<file path="config.mk">
export PLATFORM = sky130hd
export DESIGN_NAME = div_unit
export DESIGN_NICKNAME = d
export VERILOG_FILES = /design/src/rtl/div_unit.sv
export SDC_FILE = /design/constraint.sdc
export NUM_CORES = 1
export LEC_CHECK = 0
export ABC_CLOCK_PERIOD_IN_PS = 10140
export BUFFER_PORTS_ARGS = -buffer_cell sky130_fd_sc_hd__buf_2
export CAP_MARGIN = 20
export CELL_PAD_IN_SITES_DETAIL_PLACEMENT = 1
export CELL_PAD_IN_SITES_GLOBAL_PLACEMENT = 1
export CORE_MARGIN = 4
export CORE_UTILIZATION = 47
export DETAILED_ROUTE_END_ITERATION = 12
export GPL_TIMING_DRIVEN = 1
export PLACE_DENSITY_LB_ADDON = 0.1
export SYNTH_ARGS = -nofsm -noshare
export SYNTH_HDL_FRONTEND = slang
export SYNTH_SLANG_ARGS = --single-unit
</file>
<file path="constraint.sdc">
create_clock -name clk -period 10.14 [get_ports clk]
set_clock_uncertainty 0.15 [all_clocks]
set_input_delay 2.028 -clock clk [delete_from_list [all_inputs] [get_ports clk]]
set_output_delay 2.028 -clock clk [all_outputs]
set_load 0.01 [all_outputs]
</file>
<file path="src/rtl/div_unit.sv">
// ============================================================================
//  Module      : div_unit
//  Description : Multi-cycle radix-2 restoring divider for DIV/DIVU.
//                Returns {remainder, quotient} and stalls EX until done.
//  Revision    : 1.0 - initial release
// ============================================================================
`default_nettype none

module div_unit #(
    parameter int DATA_W = 32
) (
    input  logic                  clk,
    input  logic                  resetn,
    input  logic                  start,
    input  logic                  annul,
    input  logic                  signed_div,
    input  logic [DATA_W-1:0]     opdata1,
    input  logic [DATA_W-1:0]     opdata2,
    output logic [2*DATA_W-1:0]   result,
    output logic                  ready,
    output logic                  stall_req
);

    localparam int              c_CNT_W  = $clog2(DATA_W + 1);
    localparam logic [1:0]      c_S_IDLE   = 2'd0;
    localparam logic [1:0]      c_S_BYZERO = 2'd1;
    localparam logic [1:0]      c_S_BUSY   = 2'd2;
    localparam logic [1:0]      c_S_DONE   = 2'd3;
    localparam logic [DATA_W-1:0] c_ONE    = {{(DATA_W-1){1'b0}}, 1'b1};
    localparam logic [c_CNT_W-1:0] c_CNT_LAST = c_CNT_W'(DATA_W);
    localparam logic [c_CNT_W-1:0] c_CNT_ONE  = c_CNT_W'(1);

    logic [1:0]          r_state;
    logic [c_CNT_W-1:0]  r_cnt;
    logic [DATA_W:0]     r_rem;
    logic [DATA_W-1:0]   r_quo;
    logic [DATA_W-1:0]   r_divisor;
    logic                r_signed;
    logic                r_sign1;
    logic                r_sign2;

    logic [DATA_W-1:0]   w_abs1;
    logic [DATA_W-1:0]   w_abs2;
    logic [DATA_W:0]     w_rem_sh;
    logic [DATA_W:0]     w_diff;
    logic [DATA_W-1:0]   w_quo_fix;
    logic [DATA_W-1:0]   w_rem_fix;

    // Signed operands are reduced to magnitudes at acceptance; signs are restored at the end.
    assign w_abs1 = (signed_div && opdata1[DATA_W-1]) ? (~opdata1 + c_ONE) : opdata1;
    assign w_abs2 = (signed_div && opdata2[DATA_W-1]) ? (~opdata2 + c_ONE) : opdata2;

    // The shifted remainder is below 2*divisor, so DATA_W+1 bits hold it; the top bit of the difference is the borrow.
    assign w_rem_sh = {r_rem[DATA_W-1:0], r_quo[DATA_W-1]};
    assign w_diff   = w_rem_sh - {1'b0, r_divisor};

    assign w_quo_fix = (r_signed && (r_sign1 ^ r_sign2)) ? (~r_quo + c_ONE) : r_quo;
    assign w_rem_fix = (r_signed && r_sign1) ? (~r_rem[DATA_W-1:0] + c_ONE) : r_rem[DATA_W-1:0];

    assign stall_req = start & ~ready;

    always_ff @(posedge clk) begin
        if (!resetn) begin
            r_state   <= c_S_IDLE;
            r_cnt     <= '0;
            r_rem     <= '0;
            r_quo     <= '0;
            r_divisor <= '0;
            r_signed  <= 1'b0;
            r_sign1   <= 1'b0;
            r_sign2   <= 1'b0;
            result    <= '0;
            ready     <= 1'b0;
        end else begin
            case (r_state)
                c_S_IDLE: begin
                    ready <= 1'b0;
                    if (start && !annul) begin
                        r_divisor <= w_abs2;
                        r_quo     <= w_abs1;
                        r_rem     <= '0;
                        r_cnt     <= '0;
                        r_signed  <= signed_div;
                        r_sign1   <= opdata1[DATA_W-1];
                        r_sign2   <= opdata2[DATA_W-1];
                        r_state   <= (opdata2 == '0) ? c_S_BYZERO : c_S_BUSY;
                    end
                end

                c_S_BYZERO: begin
                    if (annul) begin
                        r_state <= c_S_IDLE;
                        ready   <= 1'b0;
                    end else begin
                        result  <= '0;
                        ready   <= 1'b1;
                        r_state <= c_S_DONE;
                    end
                end

                c_S_BUSY: begin
                    if (annul) begin
                        r_state <= c_S_IDLE;
                        ready   <= 1'b0;
                    end else if (r_cnt == c_CNT_LAST) begin
                        result  <= {w_rem_fix, w_quo_fix};
                        ready   <= 1'b1;
                        r_state <= c_S_DONE;
                    end else begin
                        r_cnt <= r_cnt + c_CNT_ONE;
                        if (!w_diff[DATA_W]) begin
                            r_rem <= w_diff;
                            r_quo <= {r_quo[DATA_W-2:0], 1'b1};
                        end else begin
                            r_rem <= w_rem_sh;
                            r_quo <= {r_quo[DATA_W-2:0], 1'b0};
                        end
                    end
                end

                c_S_DONE: begin
                    // Holding start keeps the result presented; a new divide needs start to drop first.
                    if (annul || !start) begin
                        r_state <= c_S_IDLE;
                        ready   <= 1'b0;
                    end
                end

                default: begin
                    r_state <= c_S_IDLE;
                    ready   <= 1'b0;
                end
            endcase
        end
    end

endmodule

`default_nettype wire

</file>
==> results.ini, run 1 <==
[floorplan]
rows=56
coreArea_sq_um=23500
fp.dieH_microns=162
ios=135
fp.dieW_microns=162
initial_core_util_pct=47.8
dieArea_sq_um=26400

[grt]
grt_pass1_vias=10700
grt_pass1_wl_microns=56900
grt_max_degree=90
antenna_found_initial=0
grt_remaining_overflow=0
track_usage_pct=26.5

[cts]
clockBufferDepth=2
cts_repair_resize_count=0
path_clk_slew_ns=0.07
postCtsSetupRepairBufs=0
cts.sinks=172
clock_latency_ns=0.45
tritoncts=yes
cts_made_buffers=17
root_buffer=clkbuf_16
htree_levels=4
ctsHoldBuffers=0

[sta]
min_period_ns=4.58
fin_tns_setup_ns=0
fmax_mhz=218
rsz0062_at_grt=false
worstMarginPinSlew_ns=1.01
maxSlewHeadroom_pct=32.5
report.final.setup_viol=0
fin_crit_sh_pct=45.2
drv_slew=0
hold_slack_ns=0.296
hold_violations=0

[synth]
yosys_warnings=0
ys_types=66
synth_ff_type=dfxtp_1
synth_edf_count=0
synthesis.area_sq_um=11200
async_reset_ff_share_pct=0
synthCells=1460
synth_area_per_cell_sq_um=7.68
synth_seq_cells=172
ys_seq_area_share_pct=30.7
synth_nets=1573

[worst_setup_path]
path_max_fanout=23
crit_slowest_cell=a32oi_2
path_cells=inv_1, fa_1, nand2b_1, a21o_1, a211oi_1, o2111ai_1, a32oi_2, a21oi_1, xnor2_4, buf_4, nand2_1, a32o_1
slowest_delay_ns=0.53
critical_path_arrival_ns=4.75
critPathKind=reg -> reg
cp-start-kind=register
cp.required_ns=10.32
endpoint_kind=register

[routing]
routedWlPerCell_microns=19.0
vias=11000
drtAntennaViolNets=0
dr.pass1.iters=5
post-route-drc-count=0
viasPerCell=5.87
drt_wl_total_microns=35400
drt_iter0_markers=584

[layout]
nNetsFinal=1648
syn2layout_area_growth_pct=12.4
utilization_pct=53.7
diodes=0
drive_gt1_share_pct=12.5

[placement]
numPortBuffers=134
routabilityCongestion=0.892
dp_hpwl_microns=26100

[power]
p_total_mw=2.51
p_per_area_nw_per_um2=199
internal_power_mw=1.46
leakagePower_nw=5.32
pwr-share-comb_pct=41.2
p_clk_share_pct=26.5
seqPwrFrac_pct=32.3
power_switching_mw=1.05
netSwitchingFraction_pct=41.9
ir_drop_mv=0.107

[status]
status=completed

[flow_run]
cap_viol_max_count=0

[min_path]
hold_path.class=reg -> reg

final cells by class:
type                       count  area (sq um)
clock inverter                12           128
sequential                   172          3440
fill                        2998         10900
multi-input combinational   1141          7230
timing repair buffer         143           738
tap                          319           399
inverter                      60           225
clock buffer                  19           443
path summary, 6_finish.rpt:
| check | start | end | slack (ns) | cells after the start |
|---|---|---|---|---|
| worst max register to register | r_rem[0] | r_rem[0] | 5.56 | 12 |
| worst max-delay path | r_rem[0] | r_rem[0] | 5.56 | 12 |
| worst min register to register | result[59] | result[59] | 0.30 | 2 |
| worst min-delay path | result[59] | result[59] | 0.30 | 2 |
registers in the layout (all words and copies together) (netlist names):
name	flops
r_sign2	1
r_quo	32
r_state	2
ready	1
r_divisor	32
r_sign1	1
r_cnt	6
r_rem	32
r_signed	1
result	64
logic make-up after synthesis:
family                   synth area share [%]
adder cells (fa/ha/maj)                  4.98
flip-flops                               30.7
buffers and inverters                    5.00
multiplexers                             1.78
AND/OR/NAND/NOR                          21.6
AO/OA/AOI/OAI                            24.2
XOR/XNOR                                 11.7
placed cells by master (no fill, tap or decap), types with 42 or more instances in the layout:
| master | netlist | routed |
|---|---|---|
| xnor2_1 | 74 | 74 |
| nand2_1 | 213 | 213 |
| nor2_1 | 88 | 86 |
| nor2b_1 | 44 | 44 |
| xor2_1 | 74 | 74 |
| buf_2 | 4 | 134 |
| ha_1 | 43 | 42 |
| a21oi_1 | 103 | 103 |
| o21ai_0 | 100 | 100 |
| inv_1 | 60 | 60 |
| dfxtp_1 | 172 | 172 |
worst max-delay path, delay by kind of cell (launching register included):
kind                     cells  cell delay (ns)
flip-flops                   1             0.49
AND/OR/NAND/NOR              2             0.30
buffers and inverters        2             0.64
XOR/XNOR                     1             0.39
AO/OA/AOI/OAI                6             2.00
adder cells (fa/ha/maj)      1             0.46
routing by layer:
layer | GRT usage, % | vias up | routed length [microns]
li1 | - | 5290 | -
met3 | 3.85 | 38 | 1650
met5 | 0 | - | 0
met4 | 6.04 | 0 | 563
met2 | 42.1 | 242 | 16100
met1 | 38.2 | 5392 | 17000
cells in the mapped netlist, drive strengths merged (8+ instances only):
library cell / count / area, sq um
a31oi: 13 / 81.3
nand4: 12 / 75.1
buf: 12 / 53.8
and2: 13 / 81.3
a22oi: 40 / 300
nor2b: 44 / 275
o31ai: 19 / 143
a211oi: 8 / 60.1
o211a: 22 / 220
nand3: 38 / 190
a32oi: 11 / 104
ha: 43 / 538
inv: 60 / 225
nor3: 30 / 173
a21boi: 23 / 173
or4: 12 / 103
clkbuf: 75 / 282
nand2b: 16 / 100
a21oi: 103 / 515
nand2: 214 / 806
xnor2: 75 / 664
o21ai: 125 / 626
nor2: 89 / 337
nor4: 16 / 113
a21o: 8 / 60.1
o41ai: 11 / 119
mux2i: 20 / 200
xor2: 74 / 648
dfxtp: 172 / 3440
power groups by stage:
stage / Combinational, mW / Sequential, mW / Clock (mW)
CTS: 1.03 / 0.809 / 0.671
global route: 1.15 / 0.820 / 0.702
finish: 1.03 / 0.811 / 0.663
global placement: 0.982 / 0.820 / 0
floorplan: 0.767 / 0.796 / 0
detailed placement: 1.02 / 0.824 / 0
stage by stage:
| step | area, sq um | std cells | setup slack (ns) |
|---|---|---|---|
| after floorplan | 11200 | 1460 | 5.74 |
| after global placement | 12000 | 1835 | 5.23 |
| after detailed placement | 12000 | 1835 | 5.18 |
| after CTS | 12600 | 1866 | 5.56 |
| after global routing | 12600 | 1866 | 5.32 |
| final | 12600 | 1866 | 5.56 |
(Power assumes the default switching activity.)
==> inputs of run 2 (changes only) <==
--- a/config.mk
+++ b/config.mk
@@ -5,13 +5,13 @@
 export SDC_FILE = /design/constraint.sdc
 export NUM_CORES = 1
 export LEC_CHECK = 0
-export ABC_CLOCK_PERIOD_IN_PS = 10140
+export ABC_CLOCK_PERIOD_IN_PS = 4650
 export BUFFER_PORTS_ARGS = -buffer_cell sky130_fd_sc_hd__buf_2
 export CAP_MARGIN = 20
 export CELL_PAD_IN_SITES_DETAIL_PLACEMENT = 1
 export CELL_PAD_IN_SITES_GLOBAL_PLACEMENT = 1
 export CORE_MARGIN = 4
-export CORE_UTILIZATION = 47
+export CORE_UTILIZATION = 44
 export DETAILED_ROUTE_END_ITERATION = 12
 export GPL_TIMING_DRIVEN = 1
 export PLACE_DENSITY_LB_ADDON = 0.1
==> constraint.sdc (replaced) <==
create_clock -name clk -period 4.65 [get_ports clk]
set_clock_uncertainty 0.15 [all_clocks]
set_input_delay 0.93 -clock clk [delete_from_list [all_inputs] [get_ports clk]]
set_output_delay 0.93 -clock clk [all_outputs]
set_load 0.01 [all_outputs]
==> results.ini, run 2 (synthesis results as in run 1) <==
[power]
internal_power_mw=3.25  ; was 1.46 mW
seqPwrFrac_pct=32.1  ; was 32.3%
pwr-share-comb_pct=41.0  ; was 41.2%
leakagePower_nw=5.35  ; was 5.32 nW
p_per_area_nw_per_um2=435  ; was 199 nW/um^2
netSwitchingFraction_pct=41.1  ; was 41.9%
power_switching_mw=2.27  ; was 1.05 mW
p_clk_share_pct=27.0  ; was 26.5%
ir_drop_mv=0.249  ; was 0.107 mV

[placement]
routabilityCongestion=0.913  ; was 0.892
numPortBuffers=134  ; unchanged
post-place-cells=1850  ; was 1835
dp_hpwl_microns=26400  ; was 26100 microns

[grt]
grt_remaining_overflow=0  ; unchanged
grt_pass1_wl_microns=57400  ; was 56900 microns
antenna_found_initial=0  ; unchanged
grt_max_degree=76  ; was 90
grt_pass1_vias=10700  ; about the same
track_usage_pct=24.7  ; was 26.5%

[sta]
worstMarginPinSlew_ns=0.967  ; was 1.01 ns
drv_slew=0  ; unchanged
maxSlewHeadroom_pct=35.4  ; was 32.5%
min_period_ns=4.06  ; was 4.58 ns
rsz0062_at_grt=false  ; unchanged
report.final.setup_viol=0  ; unchanged
fin_tns_setup_ns=0  ; unchanged
fmax_mhz=246  ; was 218 MHz
hold_violations=0  ; unchanged
fin_crit_sh_pct=87.3  ; was 45.2%

[cts]
cts_repair_resize_count=0  ; unchanged
clockBufferDepth=2  ; unchanged
tritoncts=yes  ; unchanged
cts.sinks=172  ; unchanged
clock_latency_ns=0.43  ; was 0.45 ns
ctsHoldBuffers=0  ; unchanged
cts_made_buffers=17  ; unchanged
htree_levels=4  ; unchanged
root_buffer=clkbuf_16  ; unchanged
postCtsSetupRepairBufs=0  ; unchanged
path_clk_slew_ns=0.07  ; about the same

[floorplan]
rows=58  ; was 56
initial_core_util_pct=44.7  ; was 47.8%
ios=135  ; unchanged
fp.dieH_microns=168  ; was 162 microns
dieArea_sq_um=28100  ; was 26400 sq um
fp.dieW_microns=168  ; was 162 microns
coreArea_sq_um=25100  ; was 23500 sq um

[worst_setup_path]
crit_slowest_cell=a32oi_2  ; unchanged
path_max_fanout=32  ; was 23
endpoint_kind=register  ; unchanged
critPathLaunch=r_rem[0]  ; unchanged
critical_path_arrival_ns=4.19  ; was 4.75 ns
slowest_delay_ns=0.47  ; was 0.53 ns
path_cells=inv_1, fa_1, nand2b_1, a21o_1, a211oi_1, o2111ai_1, a32oi_2, a21oi_1, xnor2_4, buf_4, mux2i_1, o21ai_1  ; was inv_1, fa_1, nand2b_1, a21o_1, a211oi_1, o2111ai_1, a32oi_2, a21oi_1, xnor2_4, buf_4, nand2_1, a32o_1
path_depth=12  ; unchanged
rr_worst_depth=12  ; unchanged
cp.required_ns=4.78  ; was 10.32 ns
critPathKind=reg -> reg  ; unchanged
r2r_start=r_rem[0]  ; unchanged
critPathTopFamily=compound AO/OA/AOI/OAI gates  ; unchanged
cp-start-kind=register  ; unchanged
cp_num_buf_inv=2  ; unchanged

[layout]
final_common_cell=nand2_1  ; unchanged
syn2layout_area_growth_pct=13.0  ; was 12.4%
nNetsFinal=1652  ; was 1648
largest-register=result  ; unchanged
n_fill_cell=3160  ; was 2998
final_cells=1881  ; was 1866
largest_reg_flops=64  ; unchanged
final_cell_mix=nand2_1 (213), dfxtp_1 (172), buf_2 (133)  ; was nand2_1 (213), dfxtp_1 (172), buf_2 (134)
diodes=0  ; unchanged
drive_gt1_share_pct=12.8  ; was 12.5%

[flow_run]
cap_viol_max_count=0  ; unchanged

[routing]
post-route-drc-count=0  ; unchanged
viasPerCell=5.73  ; was 5.87
routedWlPerCell_microns=18.7  ; was 19.0 microns
drt_iter0_markers=569  ; was 584
drt_wl_total_microns=35200  ; was 35400 microns
vias=10800  ; was 11000
drtAntennaViolNets=0  ; unchanged
dr.pass1.iters=4  ; was 5

[min_path]
worstHoldStart=result[53]  ; was result[59]
hold_depth=2  ; unchanged
hold_path.class=reg -> reg  ; unchanged

[status]
status=completed  ; unchanged

-- run 2: worst min-delay path: stages, from the launching register on --
cell and delay, ns:
dfxtp_1 0.31, nand2_1 0.05, o21ai_1 0.05
-- run 2: area by class of cell --
| type | count | area (sq um) | share of cell area, % |
|---|---|---|---|
| Timing Repair Buffer | 147 | 771 | 6.08 |
| Tap cell | 330 | 413 | 3.26 |
| Sequential cell | 172 | 3440 | 27.2 |
| Clock inverter | 13 | 155 | 1.22 |
| Multi-Input combinational cell | 1141 | 7230 | 57.0 |
| Inverter | 60 | 225 | 1.78 |
| Clock buffer | 18 | 439 | 3.46 |
-- run 2: per-stage QoR --
step                util (%)  total power, mW  hold WS [ns]  area [sq um]  setup WS, ns
global route            50.5             5.88         0.318         12700         0.214
detailed placement      48.1             4.03         0.290         12100         0.659
floorplan                  -             3.41         0.291         11200          1.34
finish                  50.5             5.52         0.297         12700         0.590
global placement        48.1             3.97         0.281         12100         0.794
CTS                     50.5             5.52         0.300         12700         0.600
-- run 2: power by group through the flow --
stage	logic [mW]	registers [mW]	clock network, mW
3_3_place_gp	2.18	1.79	0
6_report	2.26	1.77	1.49
2_1_floorplan	1.67	1.74	0
4_1_cts	2.24	1.77	1.51
5_1_grt	2.52	1.79	1.57
3_5_place_dp	2.23	1.80	0
-- run 2: per-layer routing --
layer	wire, microns	track usage, %	part of all wire, %
met5	0	0	0
met4	476	5.58	1.4
met3	1360	2.57	3.9
met2	15700	38.8	45
met1	17700	36.7	50
-- run 2: path summary, 6_finish.rpt --
kind	endpoint	slack (ns)
worst max-delay path	r_rem[12]	0.59
worst min-delay path	result[53]	0.30
worst max register to register	r_rem[12]	0.59
worst min register to register	result[53]	0.30
